**src/rtl/step_pulse_gen_pkg.sv**
```systemverilog
`timescale 1ns/1ps
`default_nettype none
// ============================================================================
// Module      : step_pulse_gen_pkg
// Description : Shared state encoding and default timing for the step pulse
//               generator.
// Revision    : 1.0 - initial release
// ============================================================================
package step_pulse_gen_pkg;

    localparam int unsigned c_DB_CYCLES_DEFAULT     = 8;
    localparam int unsigned c_HOLD_CYCLES_DEFAULT   = 64;
    localparam int unsigned c_REPEAT_CYCLES_DEFAULT = 16;

    typedef enum logic [1:0] {
        ST_IDLE     = 2'd0,
        ST_PRESS_DB = 2'd1,
        ST_HELD     = 2'd2,
        ST_REL_DB   = 2'd3
    } state_e;

endpackage
`default_nettype wire

```
**src/rtl/step_pulse_gen_sync2.sv**
```systemverilog
`timescale 1ns/1ps
`default_nettype none
// ============================================================================
// Module      : sync2
// Description : Single-bit two-flop synchronizer, async active-low reset to 0.
// Revision    : 1.0 - initial release
// ============================================================================
module sync2 (
    input  logic clk,
    input  logic rstb,
    input  logic d_i,
    output logic q_o
);

    logic [1:0] sync_q;

    always_ff @(posedge clk or negedge rstb) begin
        if (!rstb) begin
            sync_q <= 2'b00;
        end else begin
            sync_q <= {sync_q[0], d_i};
        end
    end

    assign q_o = sync_q[1];

endmodule
`default_nettype wire

```
**src/rtl/step_pulse_gen.sv**
```systemverilog
`timescale 1ns/1ps
`default_nettype none
// ============================================================================
// Module      : step_pulse_gen
// Description : Debounced push-button to single-cycle step pulse, with
//               optional hold-to-auto-repeat.
// Revision    : 1.0 - initial release
// ============================================================================
module step_pulse_gen
    import step_pulse_gen_pkg::*;
#(
    parameter int unsigned DB_CYCLES     = c_DB_CYCLES_DEFAULT,
    parameter int unsigned HOLD_CYCLES   = c_HOLD_CYCLES_DEFAULT,
    parameter int unsigned REPEAT_CYCLES = c_REPEAT_CYCLES_DEFAULT
) (
    input  logic clk,
    input  logic rstb,
    input  logic btn_in,
    input  logic repeat_en,
    output logic step,
    output logic pressed
);

    localparam int unsigned c_DB_W   = (DB_CYCLES > 2) ? $clog2(DB_CYCLES) : 1;
    localparam int unsigned c_TMR_MAX = (HOLD_CYCLES > REPEAT_CYCLES) ? HOLD_CYCLES : REPEAT_CYCLES;
    localparam int unsigned c_TMR_W  = (c_TMR_MAX > 2) ? $clog2(c_TMR_MAX) : 1;

    localparam logic [c_DB_W-1:0]  c_DB_LAST   = c_DB_W'(DB_CYCLES - 1);
    localparam logic [c_TMR_W-1:0] c_HOLD_LAST = c_TMR_W'(HOLD_CYCLES - 1);
    localparam logic [c_TMR_W-1:0] c_REP_LAST  = c_TMR_W'(REPEAT_CYCLES - 1);

    logic               btn_s;
    state_e             state_q,     state_d;
    logic [c_DB_W-1:0]  db_cnt_q,    db_cnt_d;
    logic [c_TMR_W-1:0] tmr_q,       tmr_d;
    logic               rep_phase_q, rep_phase_d;
    logic               step_q,      step_d;
    logic [c_TMR_W-1:0] w_tmr_last;

    sync2 u_sync2 (
        .clk  (clk),
        .rstb (rstb),
        .d_i  (btn_in),
        .q_o  (btn_s)
    );

    // First repeat waits HOLD_CYCLES; later ones use the shorter REPEAT_CYCLES.
    assign w_tmr_last = rep_phase_q ? c_REP_LAST : c_HOLD_LAST;

    always_ff @(posedge clk or negedge rstb) begin
        if (!rstb) begin
            state_q     <= ST_IDLE;
            db_cnt_q    <= '0;
            tmr_q       <= '0;
            rep_phase_q <= 1'b0;
            step_q      <= 1'b0;
        end else begin
            state_q     <= state_d;
            db_cnt_q    <= db_cnt_d;
            tmr_q       <= tmr_d;
            rep_phase_q <= rep_phase_d;
            step_q      <= step_d;
        end
    end

    always_comb begin
        state_d     = state_q;
        db_cnt_d    = db_cnt_q;
        tmr_d       = tmr_q;
        rep_phase_d = rep_phase_q;
        step_d      = 1'b0;

        unique case (state_q)
            ST_IDLE: begin
                if (btn_s) begin
                    state_d  = ST_PRESS_DB;
                    db_cnt_d = '0;
                end
            end
            ST_PRESS_DB: begin
                if (!btn_s) begin
                    state_d  = ST_IDLE;
                    db_cnt_d = '0;
                end else if (db_cnt_q == c_DB_LAST) begin
                    state_d     = ST_HELD;
                    db_cnt_d    = '0;
                    tmr_d       = '0;
                    rep_phase_d = 1'b0;
                    step_d      = 1'b1;
                end else begin
                    db_cnt_d = db_cnt_q + c_DB_W'(1);
                end
            end
            ST_HELD: begin
                // Release wins over a repeat step falling due on the same edge.
                if (!btn_s) begin
                    state_d     = ST_REL_DB;
                    db_cnt_d    = '0;
                    tmr_d       = '0;
                    rep_phase_d = 1'b0;
                end else if (!repeat_en) begin
                    tmr_d       = '0;
                    rep_phase_d = 1'b0;
                end else if (tmr_q == w_tmr_last) begin
                    tmr_d       = '0;
                    rep_phase_d = 1'b1;
                    step_d      = 1'b1;
                end else begin
                    tmr_d = tmr_q + c_TMR_W'(1);
                end
            end
            ST_REL_DB: begin
                if (btn_s) begin
                    state_d     = ST_HELD;
                    db_cnt_d    = '0;
                    tmr_d       = '0;
                    rep_phase_d = 1'b0;
                end else if (db_cnt_q == c_DB_LAST) begin
                    state_d  = ST_IDLE;
                    db_cnt_d = '0;
                end else begin
                    db_cnt_d = db_cnt_q + c_DB_W'(1);
                end
            end
            default: begin
                state_d = ST_IDLE;
            end
        endcase
    end

    assign step    = step_q;
    assign pressed = (state_q == ST_HELD) || (state_q == ST_REL_DB);

endmodule
`default_nettype wire

```
**config.mk**
```make
export PLATFORM = sky130hd
export DESIGN_NAME = step_pulse_gen
export DESIGN_NICKNAME = d
export VERILOG_FILES = /design/src/rtl/step_pulse_gen_pkg.sv /design/src/rtl/step_pulse_gen_sync2.sv /design/src/rtl/step_pulse_gen.sv
export SDC_FILE = /design/constraint.sdc
export NUM_CORES = 1
export LEC_CHECK = 0
export CAP_MARGIN = 25
export CORE_MARGIN = 2
export CORE_UTILIZATION = 25
export DETAILED_ROUTE_END_ITERATION = 7
export SYNTH_ARGS = -nofsm -noshare
export SYNTH_HDL_FRONTEND = slang
export SYNTH_SLANG_ARGS = --single-unit
```
**constraint.sdc**
```tcl
create_clock -name clk -period 1.75 [get_ports clk]
set_input_delay 0.4375 -clock clk [delete_from_list [all_inputs] [get_ports clk]]
set_output_delay 0.4375 -clock clk [all_outputs]
set_load 0.005 [all_outputs]
```
Yosys cells after proc, flatten, opt, wreduce, memory -nomap -nowiden:

Index checks and enable logic that the tools add are counted.

* add/sub/neg operators: 2
* multipliers: 0
* divide/modulo/power cells: 0
* order comparisons: 0
* equal/unequal tests: 13
* shift operators: 0
* mux-type cells: 34
* bitwise operators: 0
* reduce and logical (&&, ||, !) cells: 7

Operators by type and width (number)
* 6-bit 2-to-1 mux: 7
* 6-bit one-hot mux with 3 select lines: 1
* 3-bit 2-to-1 mux: 5
* 2-bit 2-to-1 mux: 6
* 3-bit one-hot mux with 4 select lines: 1
* 1-bit 2-to-1 mux: 11
* 2-bit one-hot mux with 4 select lines: 1
* 4-bit AND reduction: 2
* 6-bit by 1-bit adder with 6-bit output (second input constant): 1
* 6-bit equality test: 1
* 2-bit by 1-bit inequality test with 1-bit output (second input constant): 3
* 5-bit AND reduction: 1
* 2-bit equality test (second input constant): 2
* 2-bit inequality test (second input constant): 2
* 4-bit inequality test (second input constant): 1
* 3-bit by 1-bit adder with 3-bit output (second input constant): 1
* 3-bit equality test (second input constant): 1
* 3-bit by 2-bit inequality test with 1-bit output (second input constant): 1
* 3-bit inequality test (second input constant): 1
* 1-bit one-hot mux with 3 select lines: 1
* 3-bit nonzero test: 1
* 2-bit by 1-bit equality test with 1-bit output (second input constant): 1
* 2-bit logical NOT: 1
* 1-bit one-hot mux with 2 select lines: 1
* 2 further kinds: 2

* register bits after elaboration: 15
* latch bits: 0
* memory bits (writable): 0
* memory bits (read-only): 0
* bits of input ports: 4
* output and inout port bits: 2
* word-level logic and storage cells: 62
* memories kept: 0

Longest topological paths before layout:

* depth after elaboration: 6
* mapped depth: 7
* gate-level depth less buffers: 6

Modules after synthesis:

Synthesis repeated with hierarchy kept, for this count alone.

* cells, all modules: 85
* area total of the unflattened synthesis: 894.6 sq um

Modules (own cells, without submodules)
* step_pulse_gen: instances 1, cells an instance 83, area an instance 844.6 sq um, sequential area each 325.3 sq um
* sync2: instances 1, cells an instance 2, area an instance 50.0 sq um, sequential area each 50.0 sq um

Worst setup path after synthesis:

Ideal clock, no wire load.

* path kind: register to register
* start: register state_q[0]
* end: register tmr_q[5]
* library setup time: 0.129 ns
* data arrival time: 1.470 ns
* required time: 1.621 ns
* slack: 0.151 ns
* stages on the path, launching flop included: 8
* buffers on the path: 1
* period minus slack after synthesis: 1.599 ns
* path through: dfrtp_1 -> inv_1 -> ha_1 -> and3_1 -> buf_2 -> and2_1 -> a32oi_1 -> o31ai_1

* cells in the longest elaborated chain, start to end: 3
* elaborated cells on any way between the ends: 9
* those cells by class: eq/ne: 6; mux: 1; reduce/logical: 2

RTL lines
* start, declared: line step_pulse_gen.sv:33 `state_e state_q, state_d;`
* start signal, assigned: line step_pulse_gen.sv:58 `state_q <= state_d;`
* 2-bit by 1-bit equality test with 1-bit output or 2-bit equality test (tied branches): line step_pulse_gen.sv:73 `unique case (state_q)`
* 2-bit by 1-bit inequality test with 1-bit output (no line) (tied with other cells)
* 4-bit AND reduction (no line)
* end signal, assigned: line step_pulse_gen.sv:60 `tmr_q <= tmr_d;`
* end, declared: line step_pulse_gen.sv:35 `logic [c_TMR_W-1:0] tmr_q, tmr_d;`

Parallel ways exist; a longest one is shown, timed or not.
A chain may end at the register's enable or synchronous reset.

==> results.md <==
* CTS tree: done
* RSZ-0062 raised after global routing: true
* Worst EP required at roughly 1.3 ns
* Post-Route Utilization at between 30% and 40%
* Multi-input combinational cell area at 538 sq um
* Share of cells above drive strength 1 at 28.0%
* CTS max path bufs at 2
* CTS root buf: clkbuf_4
* # fillers at approximately 350
* Worst flop-to-flop path endpoint: db_cnt_q[0]$_DFFE_PN0P_
* Ports at 6
* Total gr overflow at 0
* Antenna Cells at 0
* Worst hold start: u_sync2.sync_q[0]$_DFF_PN0_
* Post-synth EDFFs at 0
* Buffers on Ports at 5
* Drt drc at 0
* Post-synth cell types at 36
* Status: completed
* Worst r2r src: state_q[0]$_DFFE_PN0P_
* Row count at 21
* GR Util All Layers at between 10% and 20%
* Asr flop ratio synth at between 90% and 100%
* Setup_tns at 0 ns
* Crit start category: flip-flop
* CP max stage delay at around 0.44 ns
* Final ANT Viol Nets at 0
* Final wirelength at about 1.9 mm
* Mapped Nets at 96
* TritonRoute pass-1 iters at 4
* Initial DRC Count at 67
* Least-Margin Pin Slew at 0.339 ns
* Skew final at approximately 0.0072 ns
* VDD IR max at 402 uV
* Total power per unit cell area at 1270 nW/um^2
* Hold Crit Depth at 0
* Crit Path Class: flip-flop to output port
* Synth Register Bits at 15
* Initial antenna violation count at 0
* Slew Viols, Final at 0
* Top FF cell, synth: dfrtp_1
* Fin nets at 113
* H-tree lvl count at 1
* Core ar. at 3390 sq um
* Hold_buf cts at 0
* Final Hold Viols at 0
* Via-per-instance ratio at 4.85
* Worst skew pair latency at ~0.29 ns
* Count of final setup violators at 0
* Largest cells by area after synthesis: dfrtp_1 (42%), ha_1 (11%), o21ai_0 (3.9%)
* CP endpoint: pressed
* Post-synthesis area per instance at 10.7 sq um
* Max cap viols at 0
* Die X at 63.9 microns
* Clock slew at reported path FFs at roughly 0.09 ns
* Syn. warnings at 0
* Worst Path Max Fanout at 3
* P&R area growth vs syn at 26.3%
* Register area at around 380 sq um
* Pleak at a little under 0.5 nW
* Crit path time final at 1.70 ns
* Routability Congestion at 0.762
* Synth Instances at 84
* Yosys top cell area share at 41.8%
* Post-synthesis sequential area ratio at 41.8%
* Routed via count at between 700 and 800
* Sink Count at 15
* Largest net degree at the start of global routing at 16
* First-pass GRT wire length at 3.22 mm
* WL per Instance at 13.0 microns
* Max_slew headroom at 77.4%
* Final worst-path cycle share at 97.2%
* Vias in the first global route at 716
* CP Capture Type: output port
* Synth area leader: dfrtp_1
* Worst reg-to-reg path cell count at 6
* Slowest-stage cell, CP: dfrtp_1
* DP HPWL at approximately 1.4 mm
* Peak Freq at 588 MHz
* WP data arrival at approximately 1.3 ns
* Worst reg-to-reg setup slack at 0.08 ns
* Initial Utilization at 26.5%
* Crit path cell chain: ha_2, or2_4, buf_6
* Syn Std Cell Area at 898 sq um
* Die H at between 60 and 70 microns
* Number of buffers created by CTS at 3
* Die area at 4090 sq um
* Hold Crit Class: flip-flop to flip-flop
==> routing by layer <==
metal  routed length, microns  vias to the layer above  GRT usage, %
li1                         -                      347             -
met2                     1000                       15          17.3
met3                       88                        2          3.87
met4                       10                        0          2.45
met5                        0                        -             0
met1                      797                      344          11.6
==> cell usage in the layout, fill, tap and decap left out, types with 3 or more instances in the layout <==
cell type and n:
nand3_1 5, ha_1 5, o21ai_0 7, nor2_1 3, buf_4 9, clkbuf_4 3
dfrtp_1 15, clkdlybuf4s50_1 4, a22o_1 3, inv_1 4
==> area by class of cell <==
| cell class | instances | share of cell area, % |
|---|---|---|
| flip-flops and latches | 15 | 33.1 |
| inverters | 5 | 1.65 |
| clock buffers | 4 | 2.32 |
| well taps | 46 | 5.07 |
| multi-input cells | 62 | 47.4 |
| repair buffers | 14 | 10.5 |
==> metrics by stage <==
stage | std cells | total power [mW] | hold slack (ns) | cell area [sq um] | setup WS, ns
finish | 146 | 1.45 | 0.363 | 1130 | 0.0485
global route | 146 | 1.58 | 0.377 | 1130 | -0.0195
CTS | 145 | 1.34 | 0.368 | 1090 | 0.00696
detailed placement | 140 | 1.10 | 0.345 | 1050 | -0.0569
global placement | 140 | 1.07 | 0.339 | 1050 | -0.0180
floorplan | 84 | 0.859 | 0.142 | 898 | 0.151
==> what timing repair did <==
item / 4_1_cts / 5_1_grt
buffers inserted: 1 / 1
setup endpoints to repair: 1 / 10
pin swaps: 1 / 3
resized for setup: 9 / 6
==> worst max-delay path, delay by kind of cell (launching register included) <==
family | cells | cell delay, ns
buf+inv | 1 | 0.11
fa+ha+maj | 1 | 0.20
flops | 1 | 0.44
simple gates | 1 | 0.24
==> power breakdown <==
part	switching, mW	internal, mW
Clock	0.120	0.0885
Sequential	0.0523	0.398
Combinational	0.398	0.390
Total	0.571	0.876
==> registers in the layout, summed over array words and instances, names as in the netlist, named ones only <==
signal,cells
tmr_q,6
db_cnt_q,3
u_sync2.sync_q,2
rep_phase_q,1
state_q,1
step,1
==> cell usage after synthesis, types with 2 or more instances <==
master    instances
dfrtp_1          15
ha_1              8
o21ai_0           7
inv_1             5
nand3_1           5
nor2_1            4
a22o_1            3
nand2b_1          3
a21oi_1           2
a31oi_1           2
and2_1            2
and3_1            2
nand2_1           2
nor2b_1           2
==> worst min path at each step <==
stage	to	slack [ns]
final	u_sync2.sync_q[1]$_DFF_PN0_	0.36
after global routing	u_sync2.sync_q[1]$_DFF_PN0_	0.38
after CTS	u_sync2.sync_q[1]$_DFF_PN0_	0.37
after detailed placement	u_sync2.sync_q[1]$_DFF_PN0_	0.35
after global placement	u_sync2.sync_q[1]$_DFF_PN0_	0.34
after floorplan	async pin	0.14
==> kinds of logic (layout without fill, tap and decap cells) <==
kind of cell | count (synthesis) | count (layout) | synth area share, %
AOI/OAI and AO/OA | 26 | 26 | 24.2
adders and majority gates | 8 | 8 | 11.1
buffers and inverters | 7 | 23 | 3.48
DFF | 15 | 15 | 41.8
and+or+nand+nor | 26 | 26 | 17.0
muxes | 2 | 2 | 2.37
(Power assumes the default switching activity.)
==> RTL change, RTL diff (config.mk and constraints unchanged) <==
The 4 states of `state_e` get a Gray code encoding in 2 bits.
--- a/src/rtl/step_pulse_gen_pkg.sv
+++ b/src/rtl/step_pulse_gen_pkg.sv
@@ -15,6 +15,6 @@
     typedef enum logic [1:0] {
-        ST_IDLE     = 2'd0,
-        ST_PRESS_DB = 2'd1,
-        ST_HELD     = 2'd2,
-        ST_REL_DB   = 2'd3
+        ST_IDLE     = 2'b00,
+        ST_PRESS_DB = 2'b01,
+        ST_HELD     = 2'b11,
+        ST_REL_DB   = 2'b10
     } state_e;
Formal check against the unedited RTL: same outputs for any inputs over 10 cycles, from zero or initial values and one cycle with rstb low; not proved beyond that.
==> RTL change against the original RTL <==
  * The flow now finishes with violations (setup timing)
  * Total power is 7.1% lower
  * Utilization is 1.8 points higher
  * Sequential cell count stayed put
  * Final area is 5.3% higher
  * Clock skew hardly changed
  * Die area is 0.39% higher
  * Setup slack worse by 0.10 ns
  * Synthesized area is 0.42% higher
  * Wire length is 0.32% higher
  * Global-route usage is 0.26 points higher
==> RTL change: results <==
export IMPL_status="finished with violations"
export IMPL_violations="setup timing"
export IMPL_ys_top_cells_by_count="dfrtp_1, ha_1, nand2_1, o21ai_0, inv_1"
export IMPL_drtPass1Iterations=4
export IMPL_num_nets_final=128
export IMPL_p_leak_nw=0.537
export IMPL_synth_area_top_cells="dfrtp_1, ha_1, o21ai_0"
export IMPL_critPathMaxFanout=3
export IMPL_numCtsBuffers=3
export IMPL_antenna_cells=0
export IMPL_synth_top_flop_cell="dfrtp_1"
export IMPL_synth_seq_area_share=0.416
export IMPL_grt_max_degree=16
export IMPL_synth_nets=106
export IMPL_min_path_type="reg2reg"
export IMPL_highest_layer="met4"
export IMPL_reg2reg_depth=8
export IMPL_cts_root_buf="clkbuf_4"
export IMPL_grtUsageMet1=0.130
export IMPL_grt_pass1_wl_um=3310
export IMPL_rrSetupSlack_ns=-0.02
export IMPL_htreeDepth=1
export IMPL_holdWs_ns=0.368
export IMPL_met2_length_um=911
export IMPL_dp_hpwl_um=1360
export IMPL_place_congestion=0.761
export IMPL_routedWlPerCell_um=11.8
export IMPL_track_usage=0.103
export IMPL_drt_iter0_markers=40
export IMPL_reg_largest_list="tmr_q x6, db_cnt_q x3"
export IMPL_hold_depth=0
export IMPL_cp_data_arrival_time_ns=1.37
export IMPL_yosysWarnings=0
export IMPL_drt_vias_per_instance=4.63
export IMPL_grtUsageMet2=0.165
export IMPL_synth_distinct_cells=32
export IMPL_peakVddDrop_v=0.000322
export IMPL_placement_io_buffers=5
export IMPL_finalSetupViolCount=3
export IMPL_final_layout_size_suffix_gt1_frac=0.339
export IMPL_grt_pass1_vias=764
export IMPL_finClkSkew_ns=0.00684
export IMPL_worst_pin_slew_ns=0.383
export IMPL_met3_length_um=50
export IMPL_use_met3=0.0229
export IMPL_wl_met1_um=908
export IMPL_fin_ws_ns=-0.0525
export IMPL_power_switching_w=0.000498
RTL change: cell count changes after synthesis, sizes merged, moves of 2 or more:
cell / unedited run / this run
a21o: 0 / 2
and2: 2 / 0
inv: 5 / 7
nand2: 2 / 8
nand3b: 0 / 2
o2111ai: 2 / 0
o22a: 0 / 2
or3: 0 / 2
RTL change: path summary, 6_finish.rpt:
| path | from | end |
|---|---|---|
| hold / removal | u_sync2.sync_q[0]$_DFF_PN0_ | u_sync2.sync_q[1]$_DFF_PN0_ |
| min in group asynchronous | rstb | state_q[1]$_DFFE_PN0P_ |
| setup / recovery | state_q[0]$_DFFE_PN0P_ | pressed |
| max in group asynchronous | rstb | state_q[0]$_DFFE_PN0P_ |
| hold reg to reg | u_sync2.sync_q[0]$_DFF_PN0_ | u_sync2.sync_q[1]$_DFF_PN0_ |
| setup reg to reg | state_q[0]$_DFFE_PN0P_ | tmr_q[3]$_DFFE_PN0P_ |
RTL change: repair_timing:
item / 4_1_cts / 5_1_grt
pin swaps: 1 / 4
gates resized for setup: 10 / 17
endpoints found under the setup margin: 6 / 12
setup buffers: 2 / 2
cloned: 0 / 0
RTL change: metrics by stage:
stage	setup slack [ns]	TNS (ns)	instances	area (um^2)	power [W]
6_report	-0.0525	-0.0808	161	1190	0.00134
2_1_floorplan	0.112	0	94	902	0.000816
3_5_place_dp	-0.0595	-0.197	153	1070	0.00101
5_1_grt	-0.123	-0.515	161	1190	0.00147
3_3_place_gp	-0.0191	-0.0191	153	1070	0.000994
4_1_cts	-0.0331	-0.134	159	1110	0.00125
RTL change: cell families (layout without fill, tap and decap cells):
| kind of cell | count (synthesis) | after routing | share of synthesized area |
|---|---|---|---|
| AOI/OAI and AO/OA | 25 | 25 | 0.194 |
| adders and majority gates | 8 | 8 | 0.111 |
| buffers and inverters | 11 | 32 | 0.0596 |
| DFF | 15 | 15 | 0.416 |
| muxes | 2 | 2 | 0.0277 |
| and+or+nand+nor | 33 | 33 | 0.191 |
RTL change: power groups by stage:
stage,registers [W],clock network (W),logic (W)
after floorplan,0.000445,0,0.000372
after global placement,0.000453,0,0.000541
after detailed placement,0.000458,0,0.000552
after CTS,0.000453,0.000215,0.000582
after global routing,0.000475,0.000233,0.000757
final,0.000467,0.000205,0.000672
RTL change: cell type report:
type                    count  area (um^2)
multi-input cells          68          538
well taps                  46         57.6
flip-flops and latches     15          377
fillers                   330         2190
clock buffers               3         22.5
clock inverters             1         5.00
inverters                   7         26.3
repair buffers             21          169
RTL change: critical path: stages, from the launching register on:
cell	delay, ns
dfrtp_2	0.45
ha_1	0.22
or2_2	0.27
buf_2	0.13
